--- config.mk ---
export PLATFORM = sky130hd
export DESIGN_NAME = cla_slice_sequencer
export DESIGN_NICKNAME = d
export VERILOG_FILES = /design/src/rtl/cla_slice_sequencer.sv
export SDC_FILE = /design/constraint.sdc
export NUM_CORES = 1
export LEC_CHECK = 0
export CAP_MARGIN = 10
export CORE_ASPECT_RATIO = 0.75
export CORE_UTILIZATION = 35
export DETAILED_ROUTE_END_ITERATION = 6
export HOLD_SLACK_MARGIN = 0.05
export PLACE_DENSITY_LB_ADDON = 0.05
export SYNTH_ARGS = -nofsm -noshare
export SYNTH_HDL_FRONTEND = slang
export SYNTH_SLANG_ARGS = --single-unit
--- constraint.sdc ---
create_clock -name clk -period 6.8 [get_ports clk]
set_clock_uncertainty 0.2 [all_clocks]
set_input_delay 1.36 -clock clk [delete_from_list [all_inputs] [get_ports clk]]
set_output_delay 1.36 -clock clk [all_outputs]
set_load 0.01 [all_outputs]
--- src/rtl/cla_slice_sequencer.sv ---
// Multi-cycle N-bit adder: one shared GS-bit carry-lookahead group processes one slice per cycle.
// Optional signed-overflow output `ovf` is built when CLA_SEQ_OVF_EN is defined.
module cla_slice_sequencer #(
   parameter int N  = 32,
   parameter int GS = 8
) (
   input  logic         clk,
   input  logic         rst_n,
   input  logic         in_valid,
   output logic         in_ready,
   input  logic [N-1:0] a,
   input  logic [N-1:0] b,
   input  logic         cin,
   output logic         out_valid,
   input  logic         out_ready,
   output logic [N-1:0] sum,
   output logic         cout,
   output logic         outG,
   output logic         outP,
   output logic         busy
`ifdef CLA_SEQ_OVF_EN
   ,
   output logic         ovf
`endif
);

   localparam int NS = N / GS;
   localparam int IW = (NS > 1) ? $clog2(NS) : 1;

   typedef enum logic [1:0] {IDLE, RUN, DONE} state_t;

   state_t        state_q;
   logic [N-1:0]  a_q, b_q, sum_q;
   logic [IW-1:0] idx_q;
   logic          carry_q, gacc_q, pacc_q;
   logic          cout_q, outg_q, outp_q;
`ifdef CLA_SEQ_OVF_EN
   logic          ovf_q;
`endif

   int            base;
   logic [GS-1:0] sa, sb, sg, sp, sc, ss;
   logic          slice_g, slice_p, last;
   logic          carry_d, gacc_d, pacc_d;
   logic [N-1:0]  sum_d;

   // NOTE: every variable gets a value at the top of always_comb so no path leaves it unassigned (no latch).
   always_comb begin
      base = GS * int'(idx_q);
      sa   = a_q[base +: GS];
      sb   = b_q[base +: GS];
      sg   = sa & sb;
      sp   = sa ^ sb;

      slice_g = sg[0];
      for (int i = 1; i < GS; i++) slice_g = sg[i] | (sp[i] & slice_g);
      slice_p = &sp;

      sc[0] = carry_q;
      for (int i = 0; i < GS - 1; i++) sc[i+1] = sg[i] | (sp[i] & sc[i]);
      ss = sp ^ sc;

      carry_d = slice_g | (slice_p & carry_q);
      gacc_d  = slice_g | (slice_p & gacc_q);
      pacc_d  = pacc_q & slice_p;

      sum_d = sum_q;
      sum_d[base +: GS] = ss;

      last = (idx_q == IW'(NS - 1));
   end

   // NOTE: sequential state uses non-blocking assignments so every register samples pre-edge values.
   always_ff @(posedge clk or negedge rst_n) begin
      if (!rst_n) begin
         // NOTE: operand registers are reset too; the cost is small and the block never holds X.
         state_q <= IDLE;
         a_q     <= '0;
         b_q     <= '0;
         sum_q   <= '0;
         idx_q   <= '0;
         carry_q <= 1'b0;
         gacc_q  <= 1'b0;
         pacc_q  <= 1'b1;
         cout_q  <= 1'b0;
         outg_q  <= 1'b0;
         outp_q  <= 1'b0;
`ifdef CLA_SEQ_OVF_EN
         ovf_q   <= 1'b0;
`endif
      end else begin
         case (state_q)
            IDLE: begin
               if (in_valid) begin
                  a_q     <= a;
                  b_q     <= b;
                  carry_q <= cin;
                  gacc_q  <= 1'b0;
                  pacc_q  <= 1'b1;
                  idx_q   <= '0;
                  sum_q   <= '0;
                  state_q <= RUN;
               end
            end
            RUN: begin
               sum_q   <= sum_d;
               carry_q <= carry_d;
               gacc_q  <= gacc_d;
               pacc_q  <= pacc_d;
               if (last) begin
                  cout_q  <= carry_d;
                  outg_q  <= gacc_d;
                  outp_q  <= pacc_d;
`ifdef CLA_SEQ_OVF_EN
                  // Top slice: sc[GS-1] is the carry into bit N-1.
                  ovf_q   <= sc[GS-1] ^ carry_d;
`endif
                  idx_q   <= '0;
                  state_q <= DONE;
               end else begin
                  idx_q <= idx_q + IW'(1);
               end
            end
            DONE: begin
               if (out_ready) state_q <= IDLE;
            end
            default: state_q <= IDLE;
         endcase
      end
   end

   assign in_ready  = (state_q == IDLE);
   assign out_valid = (state_q == DONE);
   assign busy      = (state_q != IDLE);
   assign sum       = sum_q;
   assign cout      = cout_q;
   assign outG      = outg_q;
   assign outP      = outp_q;
`ifdef CLA_SEQ_OVF_EN
   assign ovf       = ovf_q;
`endif

endmodule

==> impl_metrics.json <==
{
  "critical_path.startpoint_type": "register",
  "first_pass_iters": 4,
  "p_int_w": 0.002064,
  "postCtsHoldBufs": 0,
  "clk_pin_slew_ps": 80,
  "area_growth_pct": 30.71,
  "drcViolationCount": 0,
  "slowest_stage": "dfrtp_1",
  "cts_buffers": 9,
  "gp_congestion": 0.7607,
  "drt_iter0_markers": 142,
  "max_freq_mhz": 212.4,
  "num_vias": 3105,
  "p_leak_nw": 2.639,
  "slew_headroom": 0.3650,
  "ys_warn_count": 0,
  "yosysMostFrequentCell": "dfrtp_1",
  "clk_latency_ps": 350,
  "grt_pass1_vias": 3191,
  "cts_setup_buffers": 0,
  "postSynthCellCount": 343,
  "worstPathRequired_ps": 6890,
  "synth_fp_nets": 431,
  "min_period_over_period": 0.6925,
  "crit_path_max_fanout": 19,
  "viasPerCell": 4.968,
  "core_mm2": 0.01320,
  "cts_tree": "yes",
  "drive_above_1_share": 0.2445,
  "grt_use_total": 0.1643,
  "p_switching_w": 0.001340,
  "cpLargestDelayFamily": "adder cells",
  "finalWirelength_um": 10520,
  "finalMaxSlewViolations": 0,
  "initial_core_util": 0.3656,
  "crit_chain": "mux4_2 > fa_1 > inv_1 > fa_1 > fa_1 > fa_1 > fa_1 > fa_1 > fa_1 > xnor2_1 > a22o_1",
  "netlist_top_cells_area": "dfrtp_1 54%, mux2_2 15%, mux4_2 7.5%",
  "synth_top_flop_cell": "dfrtp_1",
  "final_util": 0.4778,
  "hpwl_um": 7718,
  "syn_avg_cell_area_um2": 14.07,
  "total_power_w": 0.003404,
  "seq_area_frac_synth": 0.5501,
  "io_buffer_count": 106,
  "htreeDepth": 3,
  "wl_per_cell_um": 16.84,
  "rows": 36,
  "peakVddDrop_mv": 0.2883,
  "synth_largest_area_cell": "dfrtp_1",
  "hold_violations": 0,
  "dieArea_mm2": 0.01426,
  "postCtsResizedCells": 0,
  "antenna_found_initial": 0,
  "cpPeakStageDelay_ps": 890,
  "path_class": "reg -> reg",
  "async_flop_share": 1.000,
  "clkSinkCount": 106,
  "ios": 107,
  "worstMarginPinSlew_ps": 952.5,
  "synth_top_cells_by_count": "105 x dfrtp_1, 64 x mux2_2, 24 x nand2_1, 21 x o21ai_0, 20 x inv_1",
  "final_antenna_net_count": 0,
  "maxCapViolations": 0,
  "antenna_cells": 0,
  "nets": 537,
  "critical_path_arrival_ps": 4800,
  "finalCriticalPeriod_ps": 4709,
  "die_w_um": 137.6,
  "crit_top_cell": "fa_1",
  "powerDensity_mw_per_mm2": 539.8,
  "endpoint_kind": "register",
  "clockBufferDepth": 2,
  "grt_pass1_wl_um": 17620,
  "grt_start_max_net_pins": 74,
  "critPathBufInv": 1,
  "grt_overflow": 0,
  "die_h_um": 103.7,
  "ys_ff_latch": 106,
  "seq_power_share": 0.328,
  "clock_power_share": 0.146,
  "cts-root-buf": "clkbuf_16",
  "status": "finished, final reports clean",
  "synth_area_mm2": 0.004825,
  "tns_ps": 0,
  "rsz0062_at_grt": "no",
  "hold_class": "reg -> reg",
  "synth_edf_count": 0,
  "setup_viol": 0,
  "synthDistinctLibCells": 38,
  "p_sw_frac": 0.3937,
  "power_frac_comb": 0.525,
  "synth.top_cell.area_share": 0.5446
}
[worst min-delay path, cell delays in order (launching register included)]
cell and delay [ps]:
dfrtp_1 350, nand2_1 40, o21ai_0 60
[per-stage QoR]
stage / setup WS (ps) / instance area, um^2 / hold WS (ps) / std cells
final: 2091 / 6306 / 280.5 / 625
after global routing: 1880 / 6306 / 311.9 / 625
after CTS: 2074 / 6306 / 288.0 / 625
after detailed placement: 2074 / 6020 / 270.2 / 609
after global placement: 2169 / 6020 / 254.4 / 609
after floorplan: 2531 / 4825 / 275.1 / 343
[final cells by class]
cell class	instances	area, um^2
clock buffers	9	225.2
repair buffers	109	1081
flip-flops and latches	106	2654
well taps	171	214.0
multi-input cells	203	1996
fillers	1178	6892
inverters	20	75.07
clock inverters	7	61.31
[cell usage in the layout (no fill, tap or decap), types with 9 or more instances in the layout]
cell type / instances
dfrtp_1: 105
clkbuf_16: 9
mux2_2: 64
nand2_1: 24
inv_1: 20
o21ai_0: 21
ha_1: 12
mux4_2: 16
clkdlybuf4s50_1: 105
[per-layer routing]
layer / track usage / vias up / share of wire
met5: 0 / - / 0
met1: 0.2374 / 1567 / 0.48
met3: 0.04112 / 8 / 0.053
li1: - / 1447 / -
met4: 0.04474 / 0 / 0.011
met2: 0.2434 / 83 / 0.45
[flip-flops by register name, summed over array words and instances (netlist names)]
name and cells:
outP 1, b_q 32, sum 32, idx_q 2, gacc_q 1, a_q 32
pacc_q 1, carry_q 1, state_q 2, cout 1, outG 1
[power groups by stage]
stage	combinational, W	clock, W	sequential (W)
6_report	0.00179	0.000498	0.00112
5_1_grt	0.00200	0.000545	0.00116
4_1_cts	0.00183	0.000514	0.00112
3_5_place_dp	0.00182	0	0.00114
3_3_place_gp	0.00180	0	0.00113
2_1_floorplan	0.00123	0	0.00107
[logic make-up (layout without fill, tap and decap cells)]
logic type	count (synthesis)	after routing	share of synthesized area
compound gates	52	52	0.07443
simple gates	51	51	0.05213
fa+ha+maj	19	19	0.06016
buf+inv	34	145	0.03734
xor+xnor	1	1	0.001816
mux	80	80	0.2241
flops	106	106	0.5501
[path summary, 6_finish.rpt]
path | depth (start not counted) | end | slack [ps] | startpoint
min | 2 | sum[2] | 280 | sum[2]
max reg2reg | 11 | sum[23] | 2090 | idx_q[1]
min in group asynchronous | 1 | outP | 780 | rst_n
max in group asynchronous | 2 | b_q[16] | 4370 | rst_n
max | 11 | sum[23] | 2090 | idx_q[1]
min reg2reg | 2 | sum[2] | 280 | sum[2]
Power figures use the tool's default switching activity.
